==> src/rtl/core_bus_arbiter.sv <==
// Shares one data-memory port between the IFU (read-only) and the LSU, one transaction at a time.
// Optional ARB_ROUND_ROBIN_EN: alternate grants on ties instead of fixed LSU priority.
module core_bus_arbiter #(
   parameter int unsigned TIMEOUT_CYCLES = 64
) (
   input  logic        clk,
   input  logic        rstn,
   input  logic        ifu_req_valid,
   output logic        ifu_req_ready,
   input  logic [31:0] ifu_req_addr,
   output logic        ifu_rsp_valid,
   output logic [31:0] ifu_rsp_data,
   output logic        ifu_rsp_err,
   input  logic        lsu_req_valid,
   output logic        lsu_req_ready,
   input  logic        lsu_req_wen,
   input  logic [2:0]  lsu_req_rwtyp,
   input  logic [31:0] lsu_req_addr,
   input  logic [31:0] lsu_req_wdata,
   output logic        lsu_rsp_valid,
   output logic [31:0] lsu_rsp_rdata,
   output logic        lsu_rsp_err,
   output logic        mem_req_valid,
   input  logic        mem_req_ready,
   output logic        mem_wen,
   output logic [2:0]  mem_rwtyp,
   output logic [31:0] mem_addr,
   output logic [31:0] mem_wdata,
   input  logic        mem_rsp_valid,
   input  logic [31:0] mem_rdata
);

   typedef enum logic [1:0] {IDLE, REQ, WAIT} state_e;

   // Fires when the counter's next value would reach TIMEOUT_CYCLES-1.
   localparam logic [15:0] CNT_LAST = 16'(TIMEOUT_CYCLES - 2);

   state_e      state_q, state_d;
   logic        owner_q, owner_d;      // 1 = LSU, 0 = IFU; doubles as last grant
   logic [15:0] cnt_q, cnt_d;
   logic        mem_vld_q, mem_vld_d;
   logic        mem_wen_q, mem_wen_d;
   logic [2:0]  mem_rwtyp_q, mem_rwtyp_d;
   logic [31:0] mem_addr_q, mem_addr_d;
   logic [31:0] mem_wdata_q, mem_wdata_d;
   logic        ifu_rsp_q, ifu_rsp_d;
   logic        lsu_rsp_q, lsu_rsp_d;
   logic        ifu_err_q, ifu_err_d;
   logic        lsu_err_q, lsu_err_d;
   logic [31:0] rsp_data_q, rsp_data_d;

   logic can_accept, grant_lsu, grant_ifu, do_rsp, do_to;

   always_comb begin
      can_accept = (state_q == IDLE) && !(ifu_rsp_q || lsu_rsp_q);
`ifdef ARB_ROUND_ROBIN_EN
      grant_lsu  = lsu_req_valid && (!ifu_req_valid || !owner_q);
`else
      grant_lsu  = lsu_req_valid;
`endif
      grant_ifu  = ifu_req_valid && !grant_lsu;
   end

   assign ifu_req_ready = can_accept && grant_ifu;
   assign lsu_req_ready = can_accept && grant_lsu;

   always_comb begin
      state_d     = state_q;
      owner_d     = owner_q;
      cnt_d       = cnt_q;
      mem_vld_d   = mem_vld_q;
      mem_wen_d   = mem_wen_q;
      mem_rwtyp_d = mem_rwtyp_q;
      mem_addr_d  = mem_addr_q;
      mem_wdata_d = mem_wdata_q;
      ifu_rsp_d   = 1'b0;
      lsu_rsp_d   = 1'b0;
      ifu_err_d   = 1'b0;
      lsu_err_d   = 1'b0;
      rsp_data_d  = rsp_data_q;
      do_rsp      = 1'b0;
      do_to       = 1'b0;
      case (state_q)
         IDLE: begin
            if (lsu_req_ready) begin
               owner_d     = 1'b1;
               mem_wen_d   = lsu_req_wen;
               mem_rwtyp_d = lsu_req_rwtyp;
               mem_addr_d  = lsu_req_addr;
               mem_wdata_d = lsu_req_wdata;
               mem_vld_d   = 1'b1;
               state_d     = REQ;
            end else if (ifu_req_ready) begin
               owner_d     = 1'b0;
               mem_wen_d   = 1'b0;
               mem_rwtyp_d = 3'b010;
               mem_addr_d  = ifu_req_addr;
               mem_wdata_d = 32'h0;
               mem_vld_d   = 1'b1;
               state_d     = REQ;
            end
         end
         REQ: begin
            if (mem_req_ready) begin
               mem_vld_d = 1'b0;
               cnt_d     = 16'h0;
               if (mem_rsp_valid) do_rsp = 1'b1;
               else               state_d = WAIT;
            end
         end
         WAIT: begin
            if (mem_rsp_valid) begin
               do_rsp = 1'b1;
            end else if (cnt_q == CNT_LAST) begin
               do_rsp = 1'b1;
               do_to  = 1'b1;
            end else begin
               cnt_d = cnt_q + 16'd1;
            end
         end
         default: state_d = IDLE;
      endcase
      // A real response wins over a timeout landing in the same cycle.
      if (do_rsp) begin
         state_d    = IDLE;
         rsp_data_d = (do_to || mem_wen_q) ? 32'h0 : mem_rdata;
         if (owner_q) begin
            lsu_rsp_d = 1'b1;
            lsu_err_d = do_to;
         end else begin
            ifu_rsp_d = 1'b1;
            ifu_err_d = do_to;
         end
      end
   end

   always_ff @(posedge clk or negedge rstn) begin
      if (!rstn) begin
         state_q     <= IDLE;
         owner_q     <= 1'b0;
         cnt_q       <= 16'h0;
         mem_vld_q   <= 1'b0;
         mem_wen_q   <= 1'b0;
         mem_rwtyp_q <= 3'b000;
         mem_addr_q  <= 32'h0;
         mem_wdata_q <= 32'h0;
         ifu_rsp_q   <= 1'b0;
         lsu_rsp_q   <= 1'b0;
         ifu_err_q   <= 1'b0;
         lsu_err_q   <= 1'b0;
         rsp_data_q  <= 32'h0;
      end else begin
         state_q     <= state_d;
         owner_q     <= owner_d;
         cnt_q       <= cnt_d;
         mem_vld_q   <= mem_vld_d;
         mem_wen_q   <= mem_wen_d;
         mem_rwtyp_q <= mem_rwtyp_d;
         mem_addr_q  <= mem_addr_d;
         mem_wdata_q <= mem_wdata_d;
         ifu_rsp_q   <= ifu_rsp_d;
         lsu_rsp_q   <= lsu_rsp_d;
         ifu_err_q   <= ifu_err_d;
         lsu_err_q   <= lsu_err_d;
         rsp_data_q  <= rsp_data_d;
      end
   end

   assign mem_req_valid = mem_vld_q;
   assign mem_wen       = mem_wen_q;
   assign mem_rwtyp     = mem_rwtyp_q;
   assign mem_addr      = mem_addr_q;
   assign mem_wdata     = mem_wdata_q;
   assign ifu_rsp_valid = ifu_rsp_q;
   assign ifu_rsp_data  = rsp_data_q;
   assign ifu_rsp_err   = ifu_err_q;
   assign lsu_rsp_valid = lsu_rsp_q;
   assign lsu_rsp_rdata = rsp_data_q;
   assign lsu_rsp_err   = lsu_err_q;

endmodule

==> config.mk <==
export PLATFORM = sky130hd
export DESIGN_NAME = core_bus_arbiter
export DESIGN_NICKNAME = d
export VERILOG_FILES = /design/src/rtl/core_bus_arbiter.sv
export SDC_FILE = /design/constraint.sdc
export NUM_CORES = 1
export LEC_CHECK = 0
export ABC_AREA = 1
export CAP_MARGIN = 20
export CELL_PAD_IN_SITES_DETAIL_PLACEMENT = 1
export CELL_PAD_IN_SITES_GLOBAL_PLACEMENT = 2
export CORE_MARGIN = 2
export CORE_UTILIZATION = 22
export DETAILED_ROUTE_END_ITERATION = 10
export HOLD_SLACK_MARGIN = 0.15
export PLACE_DENSITY = 0.9
export SLEW_MARGIN = 20
export SYNTH_ARGS = -nofsm -noshare
export SYNTH_HDL_FRONTEND = slang
export SYNTH_SLANG_ARGS = --single-unit
==> constraint.sdc <==
create_clock -name clk -period 2.43 [get_ports clk]
set_input_delay 0.486 -clock clk [delete_from_list [all_inputs] [get_ports clk]]
set_output_delay 0.486 -clock clk [all_outputs]
set_load 0.02 [all_outputs]
==> run metrics, run 1 <==
Switching Fraction approximately 41%; Flop pwr share 28.9%; Die H 164 um; power share of the clock group 20.5%; clk sinks 124; diode count 0; Power Internal 7.13 mW; Mapped Area 0.00561 sq mm; row count 58; wire per inst 16.2 um; placed cell areas between 0.008 and 0.009 sq mm; worst reg2reg path startpoint state_q[1]$_DFFE_PN0P_; largest net degree at the start of global routing approximately 130; Post-synth EDFFs 0; layout cells sized above 1 7.31%; Detailed Place HPWL 14.2 mm; Critical R2R Capture cnt_q[4]$_DFFE_PN0P_; worst skew pair latency 0.41 ns; H-Tree Depth 4; fin crit period roughly 2.2 ns; Async S/R FF share, synth 100%; worst setup path end lsu_req_ready; Crit path required time around 1.9 ns; relative slew slack 50.5%; GRT Total Usage 14.9%; postcts setup bufs 0; initial core utilization 22.3%; Psw approximately 4.9 mW; setup violators final 0; Pre-antenna DRT Iters 4; hold_ws approximately 0.15 ns; CTS max path bufs 2; Hold Path Class primary input to asynchronous set/reset pin; main flop type after synthesis dfrtp_1; Die Width between 150 and 200 um; Final Power 12.0 mW; Yosys reg bits 124; R2R depth 9; Critical Path End Type primary output; die area 0.0268 sq mm; Post-DRT Antenna Nets 0; first-pass GRT wire length 31.2 mm; Placeable Area 0.0251 sq mm; post_cts resized 2; Worst Path Class, Setup flip-flop to primary output; synthesis-to-finish area growth 62.5%; Starting DRT DRC Count approximately 210; run status finished, final reports clean; Post-Synthesis Cells 624; Net Count, Synth 768; Max Clk Rate 448 MHz; CTS Buf Count 17; pwr/cell area 1320 mW/mm^2; worst-path fanout max 4; post-route setup TNS 0 ns; worst setup path startpoint state_q[0]$_DFFE_PN0P_; vias in the first global route 5699; DR vias/cell 4.35; initial antenna violation count 1; fin area 0.00911 sq mm; maxcap violations 0; Logic pwr share 50.6%; GPL Wtd Cong 0.751; fin. max-slew vios 0; Worst Max-Slew Pin Slew about 0.74 ns; Clock Skews around 0.016 ns; sequential fraction of the synthesis area 55.3%; Port Buffers 276; Netlist cell types 27; final setup margin roughly 0.2 ns; CTS tree built; num ports 277; WL final ~20 mm; dpl ws 0.0194 ns; Reg clk slew, reported paths 0.07 ns; Layout Nets 1020; CTS Hold Bufs 0; synthesized area per cell ~9 sq um; global route overflow 0; R2R Setup Slk 0.23 ns; RSZ-0062 raised after global routing no; leakage 4.00 nW; # DRC 0; Worst EP arrival 1.74 ns; maximum vdd drop 0.559 mV; root buf cell clkbuf_16; CP startpoint kind flip-flop; period utilization roughly nine tenths; routed via count roughly 5300; Hold Fails Final Rpt 0; Synthesis Warnings 0
cells in the mapped netlist (all sizes together), types with 6 or more instances:
master,instances,area [sq um]
clkbuf,12,45.0
a21oi,40,200
inv,29,109
nor2,59,224
nand4,8,50.1
nand3,20,100
nand2,176,663
o21ai,45,225
ha,6,75.1
buf,49,344
a22o,35,307
dfrtp,124,3100
power groups by stage:
stage	combinational (mW)	sequential, mW	clock, mW
floorplan	2.46	4.39	0
global placement	6.07	3.49	0
detailed placement	6.19	3.51	0
CTS	6.19	3.50	2.56
global route	6.62	3.60	2.65
finish	6.08	3.48	2.47
worst max-delay path, cell delays in order, from the launching register on:
cell	delay, ns
dfrtp_1	0.40
inv_1	0.12
ha_2	0.24
nand3_1	0.14
inv_2	0.11
dlygate4sd2_1	0.34
state kept, by name, summed over array words and instances, names as in the netlist, 2 cells and up:
register and cells:
ifu_rsp_data 32, mem_addr 32, mem_wdata 32, cnt_q 16
mem_rwtyp 3, state_q 2
cell families (layout without fill, tap and decap cells):
family / count (synthesis) / after routing / share of synthesized area, %
XOR/XNOR: 4 / 4 / 0.625
flip-flops: 124 / 124 / 55.3
AO/OA/AOI/OAI: 128 / 128 / 14.2
adder cells (fa/ha/maj): 6 / 6 / 1.34
buffers and inverters: 91 / 356 / 8.95
AND/OR/NAND/NOR: 271 / 271 / 19.5
layer usage:
metal  vias up  global-route usage, %  share of wire (%)
li1       2523                      -                  -
met2       187                   25.5                 49
met5         -                      0              0.056
met3        18                   5.89                8.1
met4         2                   3.75                1.4
met1      2578                   17.5                 41
how the worst min path moves through the flow:
stage	from	end	slack [ns]
2_1_floorplan	rstn	cnt_q[0]$_DFFE_PN0P_	0.19
3_5_place_dp	owner_q$_DFFE_PN0P_	ifu_rsp_valid$_DFF_PN0_	0.47
4_1_cts	rstn	mem_wdata[19]$_DFFE_PN0P_	0.21
6_report	rstn	mem_wdata[12]$_DFFE_PN0P_	0.15
5_1_grt	rstn	mem_wdata[12]$_DFFE_PN0P_	0.23
3_3_place_gp	owner_q$_DFFE_PN0P_	ifu_rsp_valid$_DFF_PN0_	0.47
area by class of cell:
type,count,area [sq um]
fillers,2929,16000
flip-flops and latches,124,3100
repair buffers,294,2910
multi-input cells,409,2010
clock buffers,17,425
well taps,330,413
clock inverters,15,139
inverters,30,113
layout by cell type (no fill, tap or decap), drive strengths merged, types with 5 or more instances in the layout:
cell and instances:
inv 33, buf 19, nand2 176, nand3 20, nor2 59, clkdlybuf4s50 273
o21ai 45, clkinv 6, a21oi 40, dfrtp 124, nand4 8, clkbuf 18
clkinvlp 5, a22o 35, ha 6
per-stage QoR:
step | instances | utilization (%)
floorplan | 624 | -
global placement | 1187 | 34.1
detailed placement | 1187 | 34.1
CTS | 1219 | 36.3
global route | 1219 | 36.3
finish | 1219 | 36.3
No activity file was read; power rests on OpenSTA's default activity.
==> run 2, diff against run 1 <==
Settings changed: CAP_MARGIN 20 to 30, CORE_UTILIZATION 22 to 24, PLACE_DENSITY 0.9 to 0.95.
Clock period 2.43 ns to 2.8 ns, I/O delays scaled along.
==> run 2 against run 1 <==
  * Clock power up 6%
  * Flip-flop and latch count unchanged
  * Hold slack better by 0.29 ns
  * Die area fell by 8.1%
  * Wire length decreased by 1.8%
  * Total power down 9.3%
  * Worst setup slack got worse by 0.043 ns
  * Critical path depth did not move
  * Critical endpoint unchanged
==> run metrics, run 2 (synthesis gave the netlist of run 1 again) <==
run status finished, final reports clean (unchanged); # DRC 0 (unchanged); Worst Path Class, Setup flip-flop to primary output (unchanged); setup violators final 0 (unchanged); Starting DRT DRC Count 271 (was 213); routed via count 5315 (was 5308); initial core utilization 24.6% (was 22.3%); Post-DRT Antenna Nets 0 (unchanged); die area 0.0246 sq mm (was 0.0268 sq mm); grt met1 use 19.3% (was 17.5%); most frequent cells in the layout 275 x clkdlybuf4s50_1, 175 x nand2_1, 124 x dfrtp_1 (was 273 x clkdlybuf4s50_1, 175 x nand2_1, 124 x dfrtp_1); R2R Setup Slk 0.65 ns (was 0.23 ns); period utilization 94.4%; relative slew slack 50.5% (about the same); placed cell areas 0.00849 sq mm (was 0.00855 sq mm); DR vias/cell 4.44 (was 4.35); Placeable Area 0.0228 sq mm (was 0.0251 sq mm); global route overflow 0 (unchanged); dpl ws 0.361 ns (was 0.0194 ns); Power Internal 6.66 mW (was 7.13 mW); first-pass GRT wire length 30.5 mm (was 31.2 mm); final core occ 40.4% (was 36.3%); initial antenna violation count 0 (was 1); worst skew pair latency 0.42 ns (was 0.41 ns); diode count 0 (unchanged); Layout Nets 1015 (was 1020); CP top delay family buffers and inverters (unchanged); final setup margin 0.156 ns (was 0.199 ns); Hold Path Class flip-flop to flip-flop (was primary input to asynchronous set/reset pin); CTS tree built (unchanged); fin crit period 2.64 ns; busiest metal layer after global routing met2 (unchanged); post-route setup TNS 0 ns (unchanged); root buf cell clkbuf_16 (unchanged); Final Power 10.9 mW (was 12.0 mW); Crit path required time 2.24 ns (was 1.94 ns); Layout Cells excl Fill 1197 (was 1219); RSZ-0062 raised after global routing no (unchanged); WP buf/inv 3 (unchanged); worst-path fanout max 4 (unchanged); row count 55 (was 58); Flop pwr share 27.7% (was 28.9%); Psw 4.24 mW (was 4.90 mW); clk sinks 124 (unchanged); Max Clk Rate 378 MHz; CTS Buf Count 17 (unchanged); vias in the first global route 5546 (was 5699); Die H 157 um (was 164 um); Hold Fails Final Rpt 0 (unchanged); met2 Usage GRT 26.9% (was 25.5%); Switching Fraction 38.9% (was 40.7%); num ports 277 (unchanged); wire per inst 16.2 um (about the same); Logic pwr share 48.2% (was 50.6%); maxcap violations 0 (unchanged); worst path cell trace inv_1, ha_1, nand3_1, inv_2, clkdlybuf4s50_1 (was inv_1, ha_2, nand3_1, inv_2, dlygate4sd2_1); synthesis-to-finish area growth 63.9% (was 62.5%); Port Buffers 276 (unchanged); Worst EP arrival 2.08 ns (was 1.74 ns); met3 usage 6.04% (was 5.89%); Reg clk slew, reported paths 0.06 ns (was 0.07 ns); hold_ws 0.444 ns (was 0.154 ns); fin area 0.00919 sq mm (was 0.00911 sq mm); largest net degree at the start of global routing 84 (was 125); Placed Cells 1164 (was 1187); Worst Max-Slew Pin Slew 0.742 ns (about the same); Critical Path End Type primary output (unchanged); leakage 4.05 nW (was 4.00 nW); GRT Total Usage 16.1% (was 14.9%); postcts setup bufs 0 (unchanged); Pre-antenna DRT Iters 4 (unchanged); CTS max path bufs 2 (unchanged); Clock Skews 0.0157 ns (was 0.0159 ns); GPL Wtd Cong 0.782 (was 0.751); Die Width 157 um (was 164 um); Detailed Place HPWL 13.8 mm (was 14.2 mm); WL final 19.4 mm (was 19.7 mm); pwr/cell area 1190 mW/mm^2 (was 1320 mW/mm^2); most common cell after layout, fill and taps aside clkdlybuf4s50_1 (unchanged); fin. max-slew vios 0 (unchanged); crit-path max cell delay 0.62 ns (was 0.40 ns); CP startpoint kind flip-flop (unchanged); maximum vdd drop 0.435 mV (was 0.559 mV); layout cells sized above 1 6.45% (was 7.31%); critical path's slowest cell clkdlybuf4s50_1 (was dfrtp_1); H-Tree Depth 4 (unchanged); power share of the clock group 24.2% (was 20.5%)
==> run 2: changes by cell type in the layout (fill, tap and decap cells not counted), sizes merged <==
| cell | before | now |
|---|---|---|
| clkinv | 6 | 3 |
| dlygate4sd3 | 0 | 1 |
| inv | 33 | 32 |
| buf | 19 | 13 |
| clkinvlp | 5 | 1 |
| dlygate4sd2 | 1 | 0 |
| clkbuf | 18 | 20 |
| clkdlybuf4s50 | 273 | 275 |
| bufinv | 1 | 6 |
==> run 2: per-layer routing <==
| layer | wire length, um | part of all wire (%) |
|---|---|---|
| met1 | 8030 | 41 |
| met2 | 9590 | 49 |
| met3 | 1530 | 7.9 |
| met4 | 247 | 1.3 |
| met5 | 0 | 0 |
==> run 2: worst register-to-register path: stages (launching register included) <==
cell and delay, ns:
dfrtp_1 0.39, inv_1 0.12, ha_1 0.29, nand3_1 0.16, buf_4 0.28, nand2_1 0.20
buf_4 0.39, nor2_1 0.11, a21oi_1 0.15
==> run 2: worst paths after layout <==
kind                                               endpoint  depth (start not counted)              startpoint
min in group asynchronous       ifu_rsp_data[4]$_DFFE_PN0P_                          2                    rstn
worst min-delay path                ifu_rsp_valid$_DFF_PN0_                          1     owner_q$_DFFE_PN0P_
worst max register to register     mem_addr[15]$_DFFE_PN0P_                          8  state_q[0]$_DFFE_PN0P_
max in group asynchronous             cnt_q[15]$_DFFE_PN0P_                          3                    rstn
worst min register to register      ifu_rsp_valid$_DFF_PN0_                          1     owner_q$_DFFE_PN0P_
worst max-delay path                          lsu_req_ready                          5  state_q[0]$_DFFE_PN0P_
==> run 2: power groups by stage <==
stage / logic, mW / clock network, mW / registers, mW
4_1_cts: 5.34 / 2.71 / 3.03
6_report: 5.25 / 2.63 / 3.02
2_1_floorplan: 2.14 / 0 / 3.81
5_1_grt: 5.69 / 2.79 / 3.12
3_3_place_gp: 5.21 / 0 / 3.02
3_5_place_dp: 5.33 / 0 / 3.04
==> run 2: repair_timing <==
item | CTS | global route
endpoints found under the hold margin | 34 | 0
resized for setup | 0 | 0
hold buffers | 1 | 0
==> run 2: final cells by class <==
cell class,instances,area [sq um]
clock inverter,12,231
fill,2655,13600
clock buffer,20,467
tap,313,392
timing repair buffer,289,2890
multi-input combinational,409,2000
inverter,30,113
sequential,124,3100
==> run 3, diff against run 2 <==
Settings changed: CORE_MARGIN 2 to not set.
==> run 3 against run 2 <==
  * Final cell count barely moved
  * Worst setup slack got worse by 0.035 ns
  * Total power fell by 3.3%
  * Critical path type unchanged
  * Count of clock-buffer cells in the layout fell by 2
  * Wire length fell by 3.6%
  * Hold slack improved by 0.0032 ns
  * Register-to-register slack got worse by 0.19 ns
  * Critical path depth did not move
  * Fmax fell by 1.3%
  * Global-route usage fell by 0.079 points
  * Cell area fell by 0.99%
  * Clock skew fell by 0.0021 ns
==> run metrics, run 3 (synthesis gave the netlist of run 1 again) <==
period utilization 95.7% (was 94.4%); Crit path required time 2.24 ns (about the same); Starting DRT DRC Count 194 (was 271); Post-DRT Antenna Nets 0 (unchanged); layout cells sized above 1 6.34% (was 6.45%); Die Width 155 um (was 157 um); CTS tree built (unchanged); Placeable Area 0.0228 sq mm (unchanged); final setup margin 0.121 ns (was 0.156 ns); Clock Skews 0.0136 ns (was 0.0157 ns); fin. max-slew vios 0 (unchanged); clk sinks 124 (unchanged); post_cts resized 0 (unchanged); # DRC 0 (unchanged); row count 55 (unchanged); vias in the first global route 5691 (was 5546); H-Tree Depth 4 (unchanged); worst-path fanout max 4 (unchanged); run status finished, final reports clean (unchanged); Worst Path Class, Setup flip-flop to primary output (unchanged); WL final 18.7 mm (was 19.4 mm); GPL Wtd Cong 0.776 (was 0.782); post-route setup TNS 0 ns (unchanged); Placed Cells 1163 (was 1164); most frequent cells in the layout 275 x clkdlybuf4s50_1, 175 x nand2_1, 124 x dfrtp_1 (unchanged); pwr/cell area 1160 mW/mm^2 (was 1190 mW/mm^2); fin area 0.00910 sq mm (was 0.00919 sq mm); largest net degree at the start of global routing 68 (was 84); synthesis-to-finish area growth 62.3% (was 63.9%); Pre-antenna DRT Iters 5 (was 4); Hold Path Class flip-flop to flip-flop (unchanged); leakage 4.00 nW (was 4.05 nW); initial antenna violation count 0 (unchanged); Max Clk Rate 373 MHz (was 378 MHz); CTS max path bufs 2 (unchanged); wire per inst 15.6 um (was 16.2 um); Hold Fails Final Rpt 0 (unchanged); maximum vdd drop 0.522 mV (was 0.435 mV); Die H 155 um (was 157 um); root buf cell clkbuf_16 (unchanged); global route overflow 0 (unchanged); relative slew slack 50.8% (was 50.5%); CTS Hold Bufs 1 (unchanged); Detailed Place HPWL 13.5 mm (was 13.8 mm); worst skew pair latency 0.42 ns (about the same); Critical Path End Type primary output (unchanged); die area 0.0240 sq mm (was 0.0246 sq mm); placed cell areas 0.00849 sq mm (about the same); routed via count 5320 (was 5315); hold_ws 0.447 ns (was 0.444 ns); first-pass GRT wire length 30.0 mm (was 30.5 mm); num ports 277 (unchanged); GRT Total Usage 16.0% (was 16.1%); CP startpoint kind flip-flop (unchanged); Worst EP arrival 2.12 ns (was 2.08 ns); Filler cells 2640 (was 2655); Layout Nets 1014 (was 1015); initial core utilization 24.6% (unchanged); DR vias/cell 4.45 (was 4.44); Reg clk slew, reported paths 0.06 ns (about the same); most common cell after layout, fill and taps aside clkdlybuf4s50_1 (unchanged); setup violators final 0 (unchanged); postcts setup bufs 0 (unchanged); fin crit period 2.68 ns (was 2.64 ns); dpl ws 0.309 ns (was 0.361 ns); Port Buffers 276 (unchanged); Worst Max-Slew Pin Slew 0.738 ns (was 0.742 ns); diode count 0 (unchanged); Layout Cells excl Fill 1196 (was 1197); maxcap violations 0 (unchanged); RSZ-0062 raised after global routing no (unchanged); CTS Buf Count 17 (unchanged)
[run 3: cell count changes in the layout (fill, tap and decap cells not counted)]
| cell | delta |
|---|---|
| clkinv_4 | +2 |
| inv_6 | +2 |
| bufinv_16 | -4 |
| clkbuf_8 | -2 |
| buf_12 | +1 |
| clkinvlp_4 | +1 |
| buf_4 | -3 |
| buf_6 | +1 |
| clkinv_2 | +1 |
[run 3: routing by layer]
metal | global-route usage (%) | vias to the layer above | routed length, um | part of all wire (%)
li1 | - | 2515 | - | -
met1 | 18.1 | 2598 | 7580 | 41
met4 | 4.81 | 0 | 237 | 1.3
met2 | 28.1 | 195 | 9430 | 50
met3 | 5.99 | 12 | 1460 | 7.8
met5 | 0 | - | 0 | 0
[run 3: cell type report]
| class | count | area (sq um) | share of cell area (%) |
|---|---|---|---|
| inverters | 30 | 113 | 1.24 |
| clock inverters | 14 | 159 | 1.75 |
| clock buffers | 18 | 439 | 4.82 |
| well taps | 313 | 392 | 4.30 |
| flip-flops and latches | 124 | 3100 | 34.1 |
| repair buffers | 288 | 2890 | 31.8 |
| multi-input cells | 409 | 2000 | 22.0 |
[run 3: path summary, 6_finish.rpt]
kind	end	cells after the start	slack, ns	start
max reg2reg	cnt_q[1]$_DFFE_PN0P_	10	0.46	state_q[1]$_DFFE_PN0P_
min reg2reg	ifu_rsp_valid$_DFF_PN0_	1	0.45	owner_q$_DFFE_PN0P_
max	lsu_req_ready	5	0.12	state_q[1]$_DFFE_PN0P_
max in group asynchronous	mem_addr[13]$_DFFE_PN0P_	3	1.39	rstn
min in group asynchronous	ifu_rsp_data[9]$_DFFE_PN0P_	2	0.70	rstn
min	ifu_rsp_valid$_DFF_PN0_	1	0.45	owner_q$_DFFE_PN0P_
[run 3: per-stage QoR]
| step | total power, mW | utilization, % |
|---|---|---|
| 2_1_floorplan | 5.95 | - |
| 3_3_place_gp | 8.23 | 37.3 |
| 3_5_place_dp | 8.37 | 37.3 |
| 4_1_cts | 10.7 | 40.0 |
| 5_1_grt | 11.2 | 40.0 |
| 6_report | 10.5 | 40.0 |
[run 3: power by group]
| group | total (mW) | leakage, nW | switching [mW] | internal [mW] |
|---|---|---|---|---|
| Sequential | 3.03 | 1.57 | 0.502 | 2.53 |
| Clock | 2.26 | 0.288 | 0.903 | 1.35 |
| Combinational | 5.26 | 2.14 | 2.86 | 2.40 |
| Total | 10.5 | 4.00 | 4.27 | 6.28 |
[run 3: worst max-delay path, cell delays in order (launching register included)]
cell	delay [ns]
dfrtp_1	0.41
inv_1	0.11
ha_1	0.31
nand3_1	0.18
inv_2	0.10
clkdlybuf4s50_1	0.60
